### config.mk
export PLATFORM = sky130hd
export DESIGN_NAME = pong_game_ctrl
export DESIGN_NICKNAME = d
export VERILOG_FILES = /design/src/rtl/pong_pkg.sv /design/src/rtl/frame_timer.sv /design/src/rtl/pong_game_ctrl.sv
export SDC_FILE = /design/constraint.sdc
export NUM_CORES = 1
export LEC_CHECK = 0
export BUFFER_PORTS_ARGS = -buffer_cell sky130_fd_sc_hd__buf_2
export CORE_UTILIZATION = 58
export DETAILED_ROUTE_END_ITERATION = 8
export PLACE_DENSITY = 0.8
export SLEW_MARGIN = 10
export SYNTH_ARGS = -nofsm -noshare
export SYNTH_HDL_FRONTEND = slang
export SYNTH_HIERARCHICAL = 1
export SYNTH_SLANG_ARGS = --single-unit
### constraint.sdc
create_clock -name clk_pix -period 4.18 [get_ports clk_pix]
set_input_delay 0.209 -clock clk_pix [delete_from_list [all_inputs] [get_ports clk_pix]]
set_output_delay 0.209 -clock clk_pix [all_outputs]
set_load 0.01 [all_outputs]
### src/rtl/pong_pkg.sv
// Shared types and default constants for the Pong match controller.
// Imported by the RTL and the bench so both agree on timing and scoring.
package pong_pkg;

  typedef enum logic [2:0] {
    IDLE,
    INIT,
    SERVE,
    PLAY,
    PAUSE,
    POINT,
    END
  } state_t;

  localparam int WIN_SCORE_D    = 5;
  localparam int SCOREW_D       = 4;
  localparam int SERVE_FRAMES_D = 60;
  localparam int POINT_FRAMES_D = 30;
  localparam int END_FRAMES_D   = 300;
  localparam int FRAMEW_D       = 9;

  function automatic logic is_timed(input state_t s);
    return (s == SERVE) || (s == POINT) || (s == END);
  endfunction

endpackage

### src/rtl/frame_timer.sv
// Loadable frame down-counter; advances once per animate pulse.
// Reports done on the animate that finds it already at zero.
module frame_timer #(
  parameter int FRAMEW = 9
) (
  input  logic              clk,
  input  logic              rst_n,
  input  logic              i_load,
  input  logic [FRAMEW-1:0] i_load_val,
  input  logic              i_adv,
  output logic              o_done
);

  logic [FRAMEW-1:0] r_cnt;

  always_ff @(posedge clk or negedge rst_n) begin
    if (!rst_n) begin
      r_cnt <= '0;
    end else if (i_load) begin
      r_cnt <= i_load_val;
    end else if (i_adv && (r_cnt != '0)) begin
      r_cnt <= r_cnt - 1'b1;
    end
  end

  assign o_done = i_adv && (r_cnt == '0);

endmodule

### src/rtl/pong_game_ctrl.sv
// Pong match sequencer: attract/serve/play/pause/point/end states,
// score keeping and frame-timed delays, all outputs registered.
module pong_game_ctrl
  import pong_pkg::*;
#(
  parameter int WIN_SCORE    = WIN_SCORE_D,
  parameter int SCOREW       = SCOREW_D,
  parameter int SERVE_FRAMES = SERVE_FRAMES_D,
  parameter int POINT_FRAMES = POINT_FRAMES_D,
  parameter int END_FRAMES   = END_FRAMES_D,
  parameter int FRAMEW       = FRAMEW_D
) (
  input  logic              clk_pix,
  input  logic              rst_n,
  input  logic              animate,
  input  logic              sig_ctrl,
  input  logic              miss_l,
  input  logic              miss_r,
  output state_t            state,
  output logic              ball_move,
  output logic              ball_reset,
  output logic              serve_dx,
  output logic              p1_human,
  output logic [SCOREW-1:0] score_l,
  output logic [SCOREW-1:0] score_r,
  output logic              winner
);

  localparam logic [SCOREW-1:0] L_WIN = SCOREW'(WIN_SCORE);

  state_t            r_state;
  state_t            w_state_nxt;
  logic [SCOREW-1:0] r_score_l;
  logic [SCOREW-1:0] r_score_r;
  logic [SCOREW-1:0] w_score_l_nxt;
  logic [SCOREW-1:0] w_score_r_nxt;
  logic              r_dx;
  logic              w_dx_nxt;
  logic              r_winner;
  logic              w_winner_nxt;
  logic              r_ball_reset;
  logic              w_ball_reset_nxt;
  logic              r_ball_move;
  logic              r_p1_human;
  logic              w_done;
  logic              w_load;
  logic              w_adv;
  logic [FRAMEW-1:0] w_load_val;

  function automatic logic [SCOREW-1:0] sat_inc(
    input logic [SCOREW-1:0] s
  );
    return (s >= L_WIN) ? s : s + 1'b1;
  endfunction

  // The timer only runs in timed states, so PAUSE holds it.
  assign w_adv  = is_timed(r_state) && animate;
  assign w_load = (w_state_nxt != r_state) &&
                  is_timed(w_state_nxt);

  always_comb begin
    w_load_val = FRAMEW'(END_FRAMES - 1);
    unique case (1'b1)
      (w_state_nxt == SERVE):
        w_load_val = FRAMEW'(SERVE_FRAMES - 1);
      (w_state_nxt == POINT):
        w_load_val = FRAMEW'(POINT_FRAMES - 1);
      default: ;
    endcase
  end

  frame_timer #(
    .FRAMEW(FRAMEW)
  ) u_timer (
    .clk       (clk_pix),
    .rst_n     (rst_n),
    .i_load    (w_load),
    .i_load_val(w_load_val),
    .i_adv     (w_adv),
    .o_done    (w_done)
  );

  always_comb begin
    w_state_nxt      = r_state;
    w_score_l_nxt    = r_score_l;
    w_score_r_nxt    = r_score_r;
    w_dx_nxt         = r_dx;
    w_winner_nxt     = r_winner;
    w_ball_reset_nxt = 1'b0;
    unique case (r_state)
      IDLE: begin
        if (sig_ctrl) begin
          w_state_nxt      = INIT;
          w_score_l_nxt    = '0;
          w_score_r_nxt    = '0;
          w_dx_nxt         = 1'b0;
          w_winner_nxt     = 1'b0;
          w_ball_reset_nxt = 1'b1;
        end
      end
      INIT: w_state_nxt = SERVE;
      SERVE: begin
        if (w_done) w_state_nxt = PLAY;
      end
      PLAY: begin
        if (sig_ctrl) begin
          w_state_nxt = PAUSE;
        end else if (animate && (miss_l || miss_r)) begin
          w_state_nxt = POINT;
          if (miss_l && !miss_r) begin
            w_score_r_nxt = sat_inc(r_score_r);
            w_dx_nxt      = 1'b1;
          end else if (miss_r && !miss_l) begin
            w_score_l_nxt = sat_inc(r_score_l);
            w_dx_nxt      = 1'b0;
          end
        end
      end
      PAUSE: begin
        if (sig_ctrl) w_state_nxt = PLAY;
      end
      POINT: begin
        if (w_done) begin
          if ((r_score_l == L_WIN) || (r_score_r == L_WIN)) begin
            w_state_nxt  = END;
            w_winner_nxt = (r_score_r == L_WIN);
          end else begin
            w_state_nxt      = SERVE;
            w_ball_reset_nxt = 1'b1;
          end
        end
      end
      END: begin
        if (sig_ctrl || w_done) begin
          w_state_nxt      = IDLE;
          w_ball_reset_nxt = 1'b1;
        end
      end
      default: w_state_nxt = IDLE;
    endcase
  end

  always_ff @(posedge clk_pix or negedge rst_n) begin
    if (!rst_n) begin
      r_state      <= IDLE;
      r_score_l    <= '0;
      r_score_r    <= '0;
      r_dx         <= 1'b0;
      r_winner     <= 1'b0;
      r_ball_reset <= 1'b0;
      r_ball_move  <= 1'b1;
      r_p1_human   <= 1'b0;
    end else begin
      r_state      <= w_state_nxt;
      r_score_l    <= w_score_l_nxt;
      r_score_r    <= w_score_r_nxt;
      r_dx         <= w_dx_nxt;
      r_winner     <= w_winner_nxt;
      r_ball_reset <= w_ball_reset_nxt;
      r_ball_move  <= (w_state_nxt == IDLE) ||
                      (w_state_nxt == PLAY);
      r_p1_human   <= (w_state_nxt != IDLE) &&
                      (w_state_nxt != END);
    end
  end

  assign state      = r_state;
  assign ball_move  = r_ball_move;
  assign ball_reset = r_ball_reset;
  assign serve_dx   = r_dx;
  assign p1_human   = r_p1_human;
  assign score_l    = r_score_l;
  assign score_r    = r_score_r;
  assign winner     = r_winner;

endmodule

## Yosys cells after proc, flatten, opt, wreduce, memory -nomap -nowiden

Index checks and enable logic that the tools add are counted.

| cells by class | value |
|---|---|
| add/sub/neg operators | 3 |
| magnitude comparators | 2 |
| eq/ne operators | 25 |
| multiplexer cells | 38 |
| reductions and logical operators | 30 |

Operators by type and width:

| kind | count |
|---|---|
| 4-bit 2-to-1 mux | 10 |
| 3-bit 2-to-1 mux | 8 |
| 3-bit case mux with 7 select lines | 1 |
| 9-bit 2-to-1 mux | 2 |
| 2-bit inequality test, second input constant | 9 |
| 9-bit case mux with 2 select lines | 1 |
| 4-bit case mux with 2 select lines | 2 |
| 3-bit == test, second input constant | 5 |
| 3-bit by 2-bit == test with 1-bit output, second input constant | 4 |
| 1-bit 2-to-1 mux | 11 |
| 9-bit zero test | 1 |
| 9-bit nonzero test | 1 |
| 9-bit by 1-bit subtractor with 9-bit output, second input constant | 1 |
| 4-bit by 1-bit adder with 4-bit output, second input constant | 2 |
| 4-bit by 3-bit == test with 1-bit output, second input constant | 2 |
| 4-bit by 3-bit greater-or-equal comparator with 1-bit output, second input constant | 2 |
| 1-bit logical AND | 8 |
| 1-bit logical OR | 8 |
| 7-bit AND reduction | 1 |
| 3-bit zero test | 2 |
| 3-bit inequality test, second input constant | 2 |
| 6-bit AND reduction | 1 |
| 2-bit nonzero test | 3 |
| 5-bit AND reduction | 1 |
| 8 further kinds | 10 |

| storage, ports and cells | value |
|---|---|
| flip-flop bits (word level) | 25 |
| input port bits | 6 |
| logic and storage cells | 107 |

## Longest topological paths before layout

Gate-level depths: netlist (run 1).

| depth | value |
|---|---|
| depth in word-level cells | 13 |
| gate-level depth with buffers | 17 |
| gate-level depth less buffers | 15 |

## Cells and area by module

Netlist (run 1), hierarchy kept.

Modules (own cells, without submodules):

| module | times used | cells an instance | area an instance (µm²) | seq. area each (µm²) |
|---|---|---|---|---|
| pong_game_ctrl | 1 | 134 | 1243.7 | 401.6 |
| frame_timer | 1 | 68 | 586.8 | 225.2 |

## Worst setup path before layout (run 1)

No wires, ideal clock.

| path | value |
|---|---|
| kind | flip-flop to flip-flop |
| start | register r_state[0], in the netlist state[0] |
| end | register u_timer.r_cnt[5] |
| library setup time | 126 ps |
| arrival time | 3269 ps |
| required time | 4054 ps |
| slack | 785 ps |
| stages on the path, launching flop included | 16 |
| path buffers | 4 |
| cells stage by stage | dfrtp_1 -> buf_6 -> buf_2 -> o21ai_0 -> and2_1 -> nand3b_1 -> nor4_1 -> buf_2 -> o211a_1 -> nor2_1 -> o211ai_1 -> nand3_2 -> a221oi_2 -> clkbuf_1 -> nor2_1 -> a311o_1 |

| on the way | value |
|---|---|
| longest elaborated chain between the ends | 13 |
| elaborated cells on any way between the ends | 31 |
| classes of those cells | 10 x eq/ne; 10 x mux; 11 x reduce/logical |

RTL lines:

| element | RTL line | RTL |
|---|---|---|
| start: declaration | pong_game_ctrl.sv:31 | `state_t r_state;` |
| start signal: assignment | pong_game_ctrl.sv:154 | `r_state <= w_state_nxt;` |
| 3-bit by 2-bit == test with 1-bit output or 3-bit == test (tied branches) | pong_pkg.sv:23 | `return (s == SERVE) \|\| (s == POINT) \|\| (s == END);` |
| 1-bit logical OR | pong_pkg.sv:23 |  |
| 1-bit logical OR * | pong_pkg.sv:23 |  |
| 1-bit logical AND * | pong_game_ctrl.sv:57 | `assign w_adv = is_timed(r_state) && animate;` |
| named net w_adv | pong_game_ctrl.sv:47 | `logic w_adv;` |
| 1-bit logical AND * | frame_timer.sv:26 | `assign o_done = i_adv && (r_cnt == '0);` |
| named net w_done | pong_game_ctrl.sv:45 | `logic w_done;` |
| 1-bit logical OR | pong_game_ctrl.sv:134 | `if (sig_ctrl \|\| w_done) begin` |
| 3-bit 2-to-1 mux | pong_game_ctrl.sv:134 |  |
| 3-bit case mux with 7 select lines * | pong_game_ctrl.sv:90 | `unique case (r_state)` |
| 3-bit by 2-bit == test with 1-bit output or 3-bit == test (tied branches) | pong_pkg.sv:23 |  |
| 1-bit logical OR (2 in series) | pong_pkg.sv:23 |  |
| 1-bit logical AND * | pong_game_ctrl.sv:58 | `assign w_load = (w_state_nxt != r_state) &&` |
| named net w_load | pong_game_ctrl.sv:46 | `logic w_load;` |
| 9-bit 2-to-1 mux or 2-bit nonzero test (tied branches) | - |  |
| end signal: assignment | frame_timer.sv:20 | `r_cnt <= i_load_val;` |
| end signal: assignment | frame_timer.sv:22 | `r_cnt <= r_cnt - 1'b1;` |
| end: declaration | frame_timer.sv:14 | `logic [FRAMEW-1:0] r_cnt;` |

The timed path passes the listed nets; every way through them passes the cells marked *.
A chain may end at the register's enable or synchronous reset.

## Worst setup path after layout (run 1)

| path | value |
|---|---|
| start | register r_state[1], in the netlist state[1] |
| end | register u_timer.r_cnt[0] |

The elaborated chain is that of the path after synthesis.

==> impl_metrics.toml, run 1 <==
[run_status]
status = "finished, final reports clean"

[clock_tree]
clock-root-buffer = "clkbuf_4"
clock_latency_ps = 320
clkSlewWorstSetupHoldPaths_ps = 140
cts_buffers = 3
cts_setup_buffers = 0
tritoncts = "yes"
cts_buffer_depth = 2
cts_max_level = 1
cts_num_sinks = 25

[sta]
skew_ps = 3.066
fmax_mhz = 269.5
fin_tns_setup_ps = 0
hold_viol = 0
min_period_over_period = 0.8876
rsz0062_at_grt = "no"
hold_slack_ps = 385.1
finalWorstPathRequiredPeriod_ps = 3710
slew-limit-headroom = 0.5113
setup_violations = 0
slew_viol_final = 0
max_slew.worst_pin.slew_ps = 726.3
layout_setup_ws_ps = 469.9

[placement]
gp_congestion = 0.9282
dp_hpwl_mm = 2.987
dp_slack_ps = 507.3
io_buffers = 21

[drt]
drt-initial-drc-count = 79
vias_per_cell = 5.888
routedWlPerCell_um = 14.93
postRouteAntennaNets = 0
vias = 1584
firstDrtPassIters = 4
drc = 0
routed_wl_mm = 4.016

[floorplan]
die_y_um = 58.18
start_util = 0.6045
coreArea_mm2 = 0.003028
die_x_um = 58.18
die-area_mm2 = 0.003385
ios = 22
rows = 20

[grt]
antenna_found_initial = 0
grt_pass1_wl_mm = 6.755
track_usage = 0.2577
grt_pass1_vias = 1502
grt_max_degree = 26
grt_overflow = 0

[final_layout]
nets = 242
antenna_cells = 0
nFillCells = 250
drive_above_1_share = 0.2222
seqCellArea_um2 = 626.9
multi_input_area_mm2 = 0.001074
synthToLayoutAreaGrowth_pct = 9.364

[setup_path]
critPathSlowestCell = "a221oi_2"
startpoint_type = "register"
critical_path_required_ps = 4390
cpMostUsedCell = "o211ai_1"
crit_family = "simple AND/OR/NAND/NOR gates"
crit_path_end_kind = "register"
cp_data_arrival_time_ps = 3920
cp_max_fo = 11
crit_path_max_incr_delay_ps = 560
crit_chain = "and2b_1 -> nand2_1 -> o21ai_0 -> and2_1 -> nand3b_1 -> nor4_1 -> buf_4 -> o211a_1 -> nor2_1 -> o211ai_1 -> nand3_2 -> a221oi_2 -> inv_1 -> o2111ai_1 -> o211ai_1"
cp_num_buf_inv = 2
critPathKind = "register to register"

[min_path]
hold_path_class = "primary input to asynchronous set/reset pin"

[logic_synthesis]
yosys_warnings = 6
synth_seq_area_share = 0.3424
synthFlopType = "dfrtp_1"
synth_edf_count = 0
ys_seq_elements = 25
synth_cells = 202
async_flop_share = 1.000
syn-cell-area_mm2 = 0.001831
ys_types = 64
syn_avg_cell_area_um2 = 9.062

[pwr]
switching_power_mw = 0.6429
switching_share = 0.4791
leakage_nw = 0.9095
combPwrFrac = 0.597
power_frac_seq = 0.320
total_power_mw = 1.342
pwr-share-clk = 0.083
vdd_ir_drop_max_v = 0.0004233
p_int_mw = 0.6991
power.density_mw_per_mm2 = 670.3

[flow_run]
max_cap_violations = 0
-- power by group through the flow --
stage          clock, mW  sequential, mW  combinational (mW)
2_1_floorplan          0           0.446               0.594
4_1_cts            0.116           0.426               0.799
3_3_place_gp           0           0.428               0.759
3_5_place_dp           0           0.429               0.799
6_report           0.112           0.429               0.801
5_1_grt            0.123           0.441               0.893
-- Yosys cell counts, drive strengths merged (3+ instances only) --
cell     n  area (µm²)
a211oi   4       30.03
a21oi    4       20.02
a31oi    3       18.77
buf      7       52.54
clkbuf   3       21.27
dfrtp   24       600.6
ha      10       125.1
inv     17       63.81
nand2   23       96.34
nand2b   3       18.77
nand3    4       25.02
nand3b   3       22.52
nand4    3       18.77
nor2    19       71.32
nor2b    3       18.77
o211ai   7       52.55
o21ai   13       65.06
or4      3       22.52
-- path summary, 6_finish.rpt --
check                           slack (ps)                to     start  cells after the start
worst max-delay path                   470  u_timer/r_cnt[0]  state[1]                     15
worst min-delay path                   390        score_r[0]     rst_n                      2
min in group clk_pix                   390          p1_human  sig_ctrl                      4
worst max register to register         470  u_timer/r_cnt[0]  state[1]                     15
max in group asynchronous             3400         ball_move     rst_n                      2
worst min register to register         520          serve_dx  serve_dx                      1
-- cell families (layout without fill, tap and decap cells) --
family          count (synthesis)  after routing  synth area share
simple gates                   80             80            0.2440
compound gates                 54             54            0.2420
buf+inv                        27             48           0.07518
flops                          25             25            0.3425
fa+ha+maj                      10             10           0.06835
mux                             3              3           0.01914
other cells                     2              4          0.004103
xor+xnor                        1              1          0.004786
-- registers in the layout (all words and copies together), names as in the netlist --
| name | count |
|---|---|
| u_timer/r_cnt | 9 |
| score_l | 4 |
| serve_dx | 1 |
| ball_move | 1 |
| ball_reset | 1 |
| score_r | 4 |
| state | 3 |
| p1_human | 1 |
| winner | 1 |
-- cells in the final DEF (no fill, tap or decap), types with 4 or more instances in the layout --
master    Yosys  routed
a211oi_1      4       4
a21oi_1       4       4
buf_2         3      21
buf_4         2       5
conb_1        2       4
dfrtp_1      24      24
ha_1         10      10
inv_1        16      16
nand2_1      19      19
nand2_2       4       4
nor2_1       19      19
o211ai_1      7       7
o21ai_0      12      12
-- per-layer routing --
| metal | routed length, µm | vias up | share of wire | track usage |
|---|---|---|---|---|
| met5 | 0 | - | 0 | 0 |
| met4 | 45 | 0 | 0.011 | 0.05782 |
| met3 | 191 | 6 | 0.048 | 0.04688 |
| met2 | 1998 | 48 | 0.50 | 0.4614 |
| met1 | 1780 | 760 | 0.44 | 0.3220 |
| li1 | - | 770 | - | - |
-- worst register-to-register path, cell delays in order, from the launching register on --
cell and delay [ps]:
dfrtp_1 400, and2b_1 240, nand2_1 110, o21ai_0 80, and2_1 260, nand3b_1 220, nor4_1 310, buf_4 220
o211a_1 190, nor2_1 50, o211ai_1 140, nand3_2 190, a221oi_2 560, inv_1 320, o2111ai_1 200, o211ai_1 120
-- layout make-up --
| type | instances | area share |
|---|---|---|
| well taps | 44 | 0.02750 |
| multi-input cells | 152 | 0.5363 |
| inverters | 17 | 0.03188 |
| clock inverters | 1 | 0.003750 |
| repair buffers | 27 | 0.07625 |
| flip-flops and latches | 25 | 0.3131 |
| clock buffers | 3 | 0.01125 |
-- what timing repair did --
action	CTS	global route
resized for setup	0	0
hold buffers	1	0
hold endpoints to repair	24	0
-- per-stage QoR --
stage | util | cells | cell area, µm²
floorplan | - | 204 | 1838
global placement | 0.6479 | 264 | 1962
detailed placement | 0.6479 | 264 | 1962
CTS | 0.6612 | 269 | 2002
global route | 0.6612 | 269 | 2002
finish | 0.6612 | 269 | 2002
No activity file was read; power rests on OpenSTA's default activity.
==> run 2: changes to the inputs <==
--- a/config.mk
+++ b/config.mk
@@ -8,6 +8,7 @@
 export BUFFER_PORTS_ARGS = -buffer_cell sky130_fd_sc_hd__buf_2
 export CORE_UTILIZATION = 58
 export DETAILED_ROUTE_END_ITERATION = 8
+export MAX_ROUTING_LAYER = met4
 export PLACE_DENSITY = 0.8
 export SLEW_MARGIN = 10
 export SYNTH_ARGS = -nofsm -noshare
==> impl_metrics.toml, run 2 (same netlist as run 1, synthesis figures left out) <==
[final_layout]
largest_reg_flops = 9
regMostFlops = "u_timer/r_cnt"
finish.instance_area_mm2 = 0.002002
nFillCells = 250
drive_above_1_share = 0.2222
synthToLayoutAreaGrowth_pct = 9.364
final_common_cell = "dfrtp_1"
antenna_cells = 0
layout_common_cells = "24 x dfrtp_1, 21 x buf_2, 19 x nand2_1, 19 x nor2_1, 16 x inv_1"
nets = 242

[drt]
vias = 1564
vias_per_cell = 5.814
routedWlPerCell_um = 14.82
drt-initial-drc-count = 77
drc = 0
postRouteAntennaNets = 0
firstDrtPassIters = 4
routed_wl_mm = 3.987

[setup_path]
critPathSlowestCell = "a221oi_2"
startpoint_type = "register"
r2r_start = "state[1]"
reg2regPathDepth = 15
worst_r2r_endpoint = "u_timer/r_cnt[0]"
cp_num_buf_inv = 2
crit_path_max_incr_delay_ps = 550
cp_data_arrival_time_ps = 3930
crit_chain = "and2b_1 -> nand2_1 -> o21ai_0 -> and2_1 -> nand3b_1 -> nor4_1 -> buf_4 -> o211a_1 -> nor2_1 -> o211ai_1 -> nand3_2 -> a221oi_2 -> inv_1 -> o2111ai_1 -> o211ai_1"
critPathKind = "register to register"
cp_max_fo = 11
critical_path_required_ps = 4390
r2r_setup_slack_ps = 470
crit_path_end_kind = "register"
crit_family = "simple AND/OR/NAND/NOR gates"
cpMostUsedCell = "o211ai_1"

[placement]
io_buffers = 21
dp_hpwl_mm = 2.987
gp_congestion = 0.9446
dp_slack_ps = 507.3
placed_cell_area_mm2 = 0.001962

[clock_tree]
cts_max_level = 1
cts_num_sinks = 25
cts_resized = 0
cts_buffers = 3
cts_buffer_depth = 2
clock-root-buffer = "clkbuf_4"
clock_latency_ps = 320
clkSlewWorstSetupHoldPaths_ps = 140
tritoncts = "yes"

[run_status]
status = "finished, final reports clean"

[sta]
slew-limit-headroom = 0.5116
setup_violations = 0
layout_setup_ws_ps = 467.5
hold_viol = 0
min_period_over_period = 0.8882
finalWorstPathRequiredPeriod_ps = 3712
fin_tns_setup_ps = 0
skew_ps = 2.561
slew_viol_final = 0
fmax_mhz = 269.4
rsz0062_at_grt = "no"
hold_slack_ps = 379.8
max_slew.worst_pin.slew_ps = 725.9

[min_path]
holdPathEnd = "p1_human"
hold_path_class = "primary input to register"
min-delay-start = "sig_ctrl"
holdPathStages = 4

[grt]
grt_max_degree = 26
grt_overflow = 0
track_usage = 0.2656
grt_pass1_vias = 1503
antenna_found_initial = 0
grt_pass1_wl_mm = 6.755

[pwr]
power.density_mw_per_mm2 = 670.7
p_int_mw = 0.6989
switching_share = 0.4794
leakage_nw = 0.9095
switching_power_mw = 0.6437
pwr-share-clk = 0.084
power_frac_seq = 0.320
combPwrFrac = 0.596
vdd_ir_drop_max_v = 0.0004202

[floorplan]
start_util = 0.6045
coreArea_mm2 = 0.003028
die-area_mm2 = 0.003385
die_x_um = 58.18
rows = 20
ios = 22
die_y_um = 58.18

[flow_run]
max_cap_violations = 0
-- run 2: cell counts in the layout (fill, tap and decap cells not counted) --
Identical to the previous run, type by type.
-- run 2: layer usage --
metal  part of all wire  track usage  vias to the layer above
li1                   -            -                      770
met1               0.45       0.3220                      748
met2               0.50       0.4614                       40
met3              0.037      0.04688                        6
met4              0.011      0.05782                        0
met5                  0            -                        -
-- run 2: metrics by stage --
step | std cells | utilization | power [mW]
2_1_floorplan | 204 | - | 1.040
3_3_place_gp | 264 | 0.6479 | 1.188
6_report | 269 | 0.6612 | 1.343
4_1_cts | 269 | 0.6612 | 1.341
3_5_place_dp | 264 | 0.6479 | 1.229
5_1_grt | 269 | 0.6612 | 1.457
-- run 2: worst register-to-register path: cells and delay by family (launching register included) --
kind | cells | cell delay [ps]
flops | 1 | 400
buf+inv | 2 | 540
compound gates | 6 | 1300
simple gates | 7 | 1390
-- run 2: power groups by stage --
| stage | Clock, mW | Sequential [mW] | Combinational, mW |
|---|---|---|---|
| global route | 0.123 | 0.441 | 0.893 |
| finish | 0.112 | 0.429 | 0.801 |
| floorplan | 0 | 0.446 | 0.594 |
| global placement | 0 | 0.428 | 0.759 |
| detailed placement | 0 | 0.429 | 0.799 |
| CTS | 0.116 | 0.426 | 0.799 |
-- run 2: cell type report --
type                       count  area [µm²]  share of cell area
clock buffer                   3       22.52             0.01125
multi-input combinational    152        1074              0.5363
tap                           44       55.05             0.02750
sequential                    25       626.9              0.3131
clock inverter                 1       7.507            0.003750
inverter                      17       63.81             0.03188
timing repair buffer          27       152.6             0.07625
-- run 2: repair_timing --
item                                   CTS  global route
setup buffers                            0             0
endpoints found under the hold margin   24             0
hold buffers                             1             0
-- run 2: how the worst max path moves through the flow --
stage	cells after the start	slack [ps]	from	end
after floorplan	15	780	state[0]	u_timer/r_cnt[5]
after global placement	15	720	state[1]	u_timer/r_cnt[4]
after detailed placement	15	510	state[1]	u_timer/r_cnt[0]
after CTS	15	510	state[1]	u_timer/r_cnt[0]
after global routing	15	180	state[1]	u_timer/r_cnt[0]
final	15	470	state[1]	u_timer/r_cnt[0]
==> run 3: changes to the inputs <==
--- a/config.mk
+++ b/config.mk
@@ -10,8 +10,10 @@
 export DETAILED_ROUTE_END_ITERATION = 8
 export MAX_ROUTING_LAYER = met4
 export PLACE_DENSITY = 0.8
+export REMOVE_ABC_BUFFERS = 1
 export SLEW_MARGIN = 10
 export SYNTH_ARGS = -nofsm -noshare
 export SYNTH_HDL_FRONTEND = slang
 export SYNTH_HIERARCHICAL = 1
 export SYNTH_SLANG_ARGS = --single-unit
+export TNS_END_PERCENT = 50
==> constraint.sdc (replaced) <==
create_clock -name clk_pix -period 4.17 [get_ports clk_pix]
set_input_delay 0.2085 -clock clk_pix [delete_from_list [all_inputs] [get_ports clk_pix]]
set_output_delay 0.2085 -clock clk_pix [all_outputs]
set_load 0.01 [all_outputs]
==> impl_metrics.toml, run 3 (same netlist as run 1, synthesis figures left out) <==
[run_status]
status = "finished, final reports clean"

[clock_tree]
cts_max_level = 1
clock_latency_ps = 330
postCtsHoldBufs = 1
tritoncts = "yes"
clock-root-buffer = "clkbuf_4"
cts_buffer_depth = 2
cts_setup_buffers = 0
cts_resized = 0
cts_buffers = 3
cts_num_sinks = 25
clkSlewWorstSetupHoldPaths_ps = 160

[final_layout]
nets = 242
final_common_cell = "dfrtp_1"
antenna_cells = 0
drive_above_1_share = 0.2222
synthToLayoutAreaGrowth_pct = 9.364
regMostFlops = "u_timer/r_cnt"
largest_reg_flops = 9
final_core_util = 0.6612
layout_common_cells = "24 x dfrtp_1, 21 x buf_2, 19 x nand2_1, 19 x nor2_1, 16 x inv_1"

[sta]
rsz0062_at_grt = "no"
skew_ps = 5.977
fmax_mhz = 267.8
max_slew.worst_pin.slew_ps = 861.9
hold_viol = 0
setup_violations = 0
finalWorstPathRequiredPeriod_ps = 3734
slew-limit-headroom = 0.4201
slew_viol_final = 0
min_period_over_period = 0.8954

[drt]
drt-initial-drc-count = 70
routed_wl_mm = 4.042
vias_per_cell = 5.851
drc = 0
vias = 1574
routedWlPerCell_um = 15.03
firstDrtPassIters = 4
postRouteAntennaNets = 0

[pwr]
power.density_mw_per_mm2 = 674.6
total_power_mw = 1.351
vdd_ir_drop_max_v = 0.0003044
leakage_nw = 0.9095

[floorplan]
ios = 22
start_util = 0.6045
rows = 20
die_y_um = 58.18
die_x_um = 58.18
coreArea_mm2 = 0.003028
die-area_mm2 = 0.003385

[placement]
io_buffers = 21
gp_congestion = 0.9414
dp_hpwl_mm = 3.028

[grt]
grt_pass1_wl_mm = 6.727
track_usage = 0.2679
grt_pass1_vias = 1458
grt_max_degree = 26
grt_overflow = 0
antenna_found_initial = 0

[setup_path]
cp_data_arrival_time_ps = 3990
reg2regPathDepth = 16
cp_max_fo = 13
crit_path_end_kind = "register"
r2r_setup_slack_ps = 440
worst_r2r_endpoint = "u_timer/r_cnt[4]"
startpoint_type = "register"
critPathKind = "register to register"
critical_path_required_ps = 4420
r2r_start = "state[1]"

[min_path]
hold_path_class = "primary input to asynchronous set/reset pin"

[flow_run]
max_cap_violations = 0
## run 3: worst max path at each step
| stage | slack, ps | endpoint | from |
|---|---|---|---|
| floorplan | -30 | u_timer/r_cnt[0] | state[0] |
| global placement | 690 | u_timer/r_cnt[4] | state[1] |
| detailed placement | 510 | u_timer/r_cnt[4] | state[1] |
| CTS | 470 | u_timer/r_cnt[4] | state[1] |
| global route | 190 | u_timer/r_cnt[4] | state[1] |
| finish | 440 | u_timer/r_cnt[4] | state[1] |
## run 3: layout make-up
type | count | area, µm²
clock buffer | 3 | 22.52
clock inverter | 1 | 7.507
fill | 247 | 1026
inverter | 17 | 63.81
multi-input combinational | 152 | 1074
sequential | 25 | 626.9
tap | 44 | 55.05
timing repair buffer | 27 | 152.6
## run 3: stage by stage
step	cell area (µm²)	cells	hold slack, ps	setup TNS (ps)	worst slack [ps]
final	2002	269	380.9	0	436.4
after detailed placement	1962	264	240.8	0	512.3
after global placement	1962	264	226.9	0	689.6
after CTS	2002	269	370.4	0	473.3
after global routing	2002	269	423.8	0	190.2
after floorplan	1764	194	-87.09	-44.21	-30.87
## run 3: per-layer routing
| layer | global-route usage | up-vias | share of wire |
|---|---|---|---|
| li1 | - | 771 | - |
| met1 | 0.3371 | 763 | 0.44 |
| met2 | 0.4401 | 34 | 0.51 |
| met3 | 0.02455 | 6 | 0.028 |
| met4 | 0.1156 | 0 | 0.017 |
| met5 | - | - | 0 |
## run 3: critical path: stages, from the launching register on
cell and delay (ps):
dfrtp_1 400, and2b_1 240, nand2_1 110, o21ai_0 90
and2_1 290, nand3b_1 260, nor4_1 290, buf_4 210
a211oi_1 80, o21ai_0 290, o221ai_4 200, nand3_2 150
a221oi_2 80, buf_4 190, or2_2 310, a2111o_1 380
o211ai_1 100
## run 3: power breakdown
part           total [mW]  leakage (nW)  switching [mW]  internal, mW
clock network       0.118        0.0139          0.0811        0.0366
registers           0.437         0.316          0.0982         0.339
logic               0.796         0.580           0.471         0.325
total                1.35         0.910           0.650         0.701
